<file path="src/rtl/serial_word_tx.sv">
// serial_word_tx: start/MSB-first data/stop word transmitter with load/ready handshake.
// Define SERIAL_WORD_TX_PARITY_EN to insert an even-parity bit before the stop bit.
module serial_word_tx #(
   parameter int DATA_W = 10,
   parameter int DIV    = 25
) (
   input  logic              CLOCK_50,
   input  logic              Resetn,
   input  logic [DATA_W-1:0] data_in,
   input  logic              load,
   output logic              ready,
   output logic              ser_out,
   output logic              busy,
   output logic              done
);

   localparam int CW = (DIV > 1) ? $clog2(DIV) : 1;
   localparam int IW = (DATA_W > 1) ? $clog2(DATA_W) : 1;
   localparam logic [CW-1:0] CNT_LAST = CW'(DIV - 1);
   localparam logic [IW-1:0] IDX_TOP  = IW'(DATA_W - 1);

   localparam logic [2:0] IDLE   = 3'd0;
   localparam logic [2:0] START  = 3'd1;
   localparam logic [2:0] DATA   = 3'd2;
   localparam logic [2:0] STOP   = 3'd4;
`ifdef SERIAL_WORD_TX_PARITY_EN
   localparam logic [2:0] PARITY = 3'd3;
`endif

   logic [2:0]        state, state_n;
   logic [CW-1:0]     cnt, cnt_n;
   logic [IW-1:0]     idx, idx_n;
   logic [DATA_W-1:0] sh, sh_n;
   logic              wrap;
   logic              ser_n, done_n;
`ifdef SERIAL_WORD_TX_PARITY_EN
   logic              par, par_n;
`endif

   assign wrap = (cnt == CNT_LAST);

   always_comb begin
      state_n = state;
      cnt_n   = cnt;
      idx_n   = idx;
      sh_n    = sh;
`ifdef SERIAL_WORD_TX_PARITY_EN
      par_n   = par;
`endif
      case (state)
         IDLE: begin
            if (load) begin
               sh_n    = data_in;
`ifdef SERIAL_WORD_TX_PARITY_EN
               par_n   = ^data_in;
`endif
               cnt_n   = '0;
               state_n = START;
            end
         end
         START: begin
            if (wrap) begin
               cnt_n   = '0;
               idx_n   = IDX_TOP;
               state_n = DATA;
            end else begin
               cnt_n = cnt + 1'b1;
            end
         end
         DATA: begin
            if (wrap) begin
               cnt_n = '0;
               sh_n  = sh << 1;
               if (idx == '0) begin
`ifdef SERIAL_WORD_TX_PARITY_EN
                  state_n = PARITY;
`else
                  state_n = STOP;
`endif
               end else begin
                  idx_n = idx - 1'b1;
               end
            end else begin
               cnt_n = cnt + 1'b1;
            end
         end
`ifdef SERIAL_WORD_TX_PARITY_EN
         PARITY: begin
            if (wrap) begin
               cnt_n   = '0;
               state_n = STOP;
            end else begin
               cnt_n = cnt + 1'b1;
            end
         end
`endif
         STOP: begin
            if (wrap) begin
               cnt_n   = '0;
               state_n = IDLE;
            end else begin
               cnt_n = cnt + 1'b1;
            end
         end
         default: begin
            cnt_n   = '0;
            state_n = IDLE;
         end
      endcase
   end

   // Outputs are flops fed from next-state values so they line up with state.
   always_comb begin
      ser_n = 1'b1;
      case (state_n)
         START:   ser_n = 1'b0;
         DATA:    ser_n = sh_n[DATA_W-1];
`ifdef SERIAL_WORD_TX_PARITY_EN
         PARITY:  ser_n = par_n;
`endif
         default: ser_n = 1'b1;
      endcase
      done_n = (state_n == STOP) && (cnt_n == CNT_LAST);
   end

   always_ff @(posedge CLOCK_50 or negedge Resetn) begin
      if (!Resetn) begin
         state   <= IDLE;
         cnt     <= '0;
         idx     <= '0;
         sh      <= '0;
`ifdef SERIAL_WORD_TX_PARITY_EN
         par     <= 1'b0;
`endif
         ready   <= 1'b1;
         busy    <= 1'b0;
         ser_out <= 1'b1;
         done    <= 1'b0;
      end else begin
         state   <= state_n;
         cnt     <= cnt_n;
         idx     <= idx_n;
         sh      <= sh_n;
`ifdef SERIAL_WORD_TX_PARITY_EN
         par     <= par_n;
`endif
         ready   <= (state_n == IDLE);
         busy    <= (state_n != IDLE);
         ser_out <= ser_n;
         done    <= done_n;
      end
   end

endmodule

</file>
<file path="config.mk">
export PLATFORM = sky130hd
export DESIGN_NAME = serial_word_tx
export DESIGN_NICKNAME = d
export VERILOG_FILES = /design/src/rtl/serial_word_tx.sv
export SDC_FILE = /design/constraint.sdc
export NUM_CORES = 1
export LEC_CHECK = 0
export ABC_CLOCK_PERIOD_IN_PS = 2000
export CAP_MARGIN = 40
export CORE_MARGIN = 4
export CORE_UTILIZATION = 54
export DETAILED_ROUTE_END_ITERATION = 8
export PLACE_DENSITY_LB_ADDON = 0.08
export SYNTH_ARGS = -nofsm -noshare
export SYNTH_HDL_FRONTEND = slang
export SYNTH_SLANG_ARGS = --single-unit
export TNS_END_PERCENT = 100
</file>
<file path="constraint.sdc">
create_clock -name CLOCK_50 -period 2 [get_ports CLOCK_50]
set_input_delay 0.3 -clock CLOCK_50 [delete_from_list [all_inputs] [get_ports CLOCK_50]]
set_output_delay 0.3 -clock CLOCK_50 [all_outputs]
set_load 0.02 [all_outputs]
</file>
Word level (Yosys, flattened, before mapping) --
Index checks and enable logic that the tools add are counted.
Word-level totals: bits in registers 26, output and inout port bits 4, logic and storage cells 50, input port bits 13
Operators by class: eq/ne operators 12, reductions and logical operators 10, add/sub/neg operators 2, mux-type cells 17
Operators by type and width (count):
- $mux W10 | 2
- $pmux W10 S2 | 1
- $mux W3 | 5
- $mux W4 | 3
- $pmux W3 S4 | 1
- $eq A5 B5 Y1 const B | 2
- $mux W5 | 2
- $pmux W5 S2 | 1
- $ne A2 B2 Y1 const B | 4
- $pmux W4 S2 | 1
- $eq A3 B1 Y1 const B | 2
- $eq A3 B2 Y1 const B | 2
- $eq A3 B3 Y1 const B | 2
- $logic_not A3 Y1 | 2
- $add A5 B1 Y5 const B | 1
- $logic_not A4 Y1 | 1
- $reduce_and A4 Y1 | 1
- $reduce_bool A2 Y1 | 2
- $sub A4 B1 Y4 const B | 1
- $reduce_and A3 Y1 | 1
- $reduce_bool A3 Y1 | 1
- $reduce_or A3 Y1 | 1
- $pmux W1 S2 | 1
- $logic_and A1 B1 Y1 | 1

Longest topological paths before layout --
depth after elaboration 6, depth in mapped cells 8, mapped depth without buffers 7

Worst setup path before layout --
Ideal clock, no wire load.
path kind reg2reg, from reg cnt[0], to reg done, setup slack 386 ps, clock period less this slack 1614 ps, data required time 1905 ps, setup time 95 ps, arrival time 1519 ps, cell stages (with the launch flop) 8, buffers on the path 0, cells stage by stage dfrtp_1 > inv_1 > ha_1 > nand4b_4 > o211a_2 > a21oi_1 > a31oi_1 > nor4b_2
On the way: longest elaborated chain between the ends 5, elaborated cells on any way between the ends 12, classes of those cells add/sub (1); eq/ne (3); mux (7); reduce/logical (1)
RTL lines:
- start: declaration | RTL line 31 | logic [CW-1:0] cnt, cnt_n;
- start signal: assignment | RTL line 141 | cnt <= cnt_n;
- $add A5 B1 Y5 or $eq A5 B5 Y1 (tied branches)
- $mux W5 (*) | RTL line 62, 71, 98
- $pmux W5 S2 (*) | RTL line 50 | case (state)
- named net cnt_n[2] | RTL line 31
- $eq A5 B5 Y1 (*) | RTL line 123 | done_n = (state_n == STOP) && (cnt_n == CNT_LAST);
- $logic_and A1 B1 Y1 (*) | RTL line 123
- named net done_n | RTL line 35 | logic ser_n, done_n;
- end signal: assignment | RTL line 150 | done <= done_n;
- end: declaration | RTL line 14 | output logic done
Mark *: on every way through the listed nets, which the timed path passes. The rest lies on a longest branch. A chain may end at the register's enable or synchronous reset.

Worst setup path in the final report --
Ends and elaborated chain as after synthesis.

==> flow_summary.toml <==
[clocking]
cts.repair.resized = 0
clkTransAtPathRegs_ns = 0.15
clock_latency_ns = 0.33
cts_tree = "done"
ctsHtreeMaxLevel = 1
cts_setup_buffers = 0
numCtsBuffers = 3
clockBufferDepth = 2
ctsRootBufferMaster = "clkbuf_4"
cts_sinks = 26
ctsHoldBuffers = 0

[setup_path]
r2r-end = "done"
timing.critical_path.arrival_ns = 2.04
critPathRequiredTime_ns = 2.26
critPathKind = "register to register"
reg2reg_slack_ns = 0.21
end_kind = "register"
rr_worst_depth = 7
critPathMaxFanout = 10
r2r-start = "cnt[0]"
start_kind = "register"

[drt]
initialDrtViolationCount = 39
drc_errors = 0
routed-via-count = 1051
detail-route-antenna-nets = 0
wl_per_cell_um = 14.30
viasPerCell = 5.743
drt_wl_total_um = 2617
first_pass_iters = 4

[logic_synthesis]
netlist_instances = 134
yosys-top-cells-area = "dfrtp_1, nand2_1, a22oi_1"
synthDistinctLibCells = 38
ys.warnings.count = 0
yosys.area.top_type_share = 0.4320
ys_ff_latch = 26
synthesis.nets = 151
syn_area_per_cell_um2 = 10.37
syn_area_um2 = 1390
synth_top_cell_by_area = "dfrtp_1"
ys_seq_area_frac = 0.4698

[finish]
area_growth_pct = 17.10
nNetsFinal = 171
layout_common_cells = "nand2_1, dfrtp_1, clkdlybuf4s50_1"
final_common_cell = "nand2_1"
insertedDiodeCount = 0
drive_gt1_frac = 0.1699
design_area_um2 = 1628

[timing]
max-slew-margin-rel = 0.7252
finClkSkew_ns = 0.01738
fin_crit_ns = 1.786
slew_viol_final = 0
fmax_mhz = 560.1
finalSetupViolations = 0
tns_ns = 0
setup_ws_ns = 0.2145
rsz0062_at_grt = "no"
period_share = 0.8928
finalHoldViolations = 0
tightestPinTransition_ns = 0.4122

[die]
die_h_um = 58.74
io_pins = 17
core.rowCount = 18
start_util = 0.5663
die_area_um2 = 3450
core_um2 = 2455
die_w_um = 58.74

[global_routing]
first_global_vias = 1073
overflow = 0
antenna_found_initial = 0
grt_first_pass_wirelength_um = 4623
grt_max_degree = 27
grtUsageTotal = 0.1735

[pwr]
ir_drop_uv = 823.0
p_per_area_nw_per_um2 = 1282
p_leak_nw = 0.7498

[placement]
gp_congestion = 0.7761
pre_cts_ws_ns = 0.2353
io_buffers = 16
dpl.hpwl_um = 1993
placed_area_um2 = 1575

[worst_hold_path]
hp-class = "input port to asynchronous set/reset pin"

[run]
cap_viol_max_count = 0

[outcome]
status = "complete, no violations"
[registers in the layout, indices dropped and copies added (netlist names)]
signal	flops
sh	10
cnt	5
idx	4
state	3
busy	1
done	1
ready	1
ser_out	1
[Yosys cell counts, drive strengths merged]
cell	instances
nand2	27
dfrtp	24
o21ai	12
a21oi	9
a22oi	8
inv	6
nor2	6
buf	5
ha	4
a21o	3
nand3	3
xor2	3
a31oi	2
dfstp	2
nand2b	2
nand4	2
nor2b	2
nor3	2
nor4b	2
a22o	1
and2	1
and4b	1
nand4b	1
nor3b	1
nor4	1
o211a	1
o211ai	1
o32a	1
or3b	1
[report_power, final]
part	internal [W]	total (W)	switching (W)
clock	0.000203	0.000364	0.000161
sequential	0.000733	0.000922	0.000189
combinational	0.000365	0.000802	0.000437
[metal layers]
| metal | vias up | wire length, um | part of all wire | GRT usage |
|---|---|---|---|---|
| met5 | - | 0 | 0 | 0 |
| met4 | 0 | 47 | 0.018 | 0.08414 |
| met3 | 6 | 126 | 0.048 | 0.02632 |
| met2 | 32 | 1317 | 0.50 | 0.2981 |
| met1 | 501 | 1125 | 0.43 | 0.2106 |
| li1 | 512 | - | - | - |
[how the worst max path moves through the flow]
stage            from     to  slack (ns)  depth (start not counted)
2_1_floorplan  cnt[0]   done        0.39                          7
3_3_place_gp     load  sh[9]        0.28                          5
3_5_place_dp   cnt[0]   done        0.24                          7
4_1_cts        cnt[0]   done        0.20                          7
5_1_grt        cnt[0]   done        0.06                          7
6_report       cnt[0]   done        0.21                          7
[cells by family (layout without fill, tap and decap cells)]
family / after synthesis / count (layout) / share of synthesized area
simple gates: 52 / 52 / 0.2430
compound gates: 38 / 38 / 0.1854
xor+xnor: 3 / 3 / 0.01891
buf+inv: 11 / 30 / 0.04680
flops: 26 / 26 / 0.4698
fa+ha+maj: 4 / 4 / 0.03601
[layout make-up]
type                       count  area, um^2
fill                         171       827.0
clock buffer                   3       22.52
clock inverter                 1       30.03
sequential                    26       653.1
tap                           30       37.54
timing repair buffer          20       190.2
inverter                       6       22.52
multi-input combinational     97       671.9
[worst max-delay path, stage by stage (launching register included)]
cell      delay [ns]
dfrtp_1         0.46
inv_1           0.10
ha_1            0.21
nand4b_4        0.23
o211a_2         0.22
a21oi_1         0.15
a31oi_1         0.08
nor4b_2         0.27
[per-stage QoR]
stage / hold WS (ns) / utilization / cells / power, W
4_1_cts: 0.3192 / 0.6631 / 183 / 0.002104
2_1_floorplan: 0.004409 / - / 134 / 0.001502
3_5_place_dp: 0.4596 / 0.6417 / 179 / 0.001737
3_3_place_gp: 0.4574 / 0.6417 / 179 / 0.001683
6_report: 0.3053 / 0.6631 / 183 / 0.002088
5_1_grt: 0.3322 / 0.6631 / 183 / 0.002243
(Power assumes the default switching activity.)
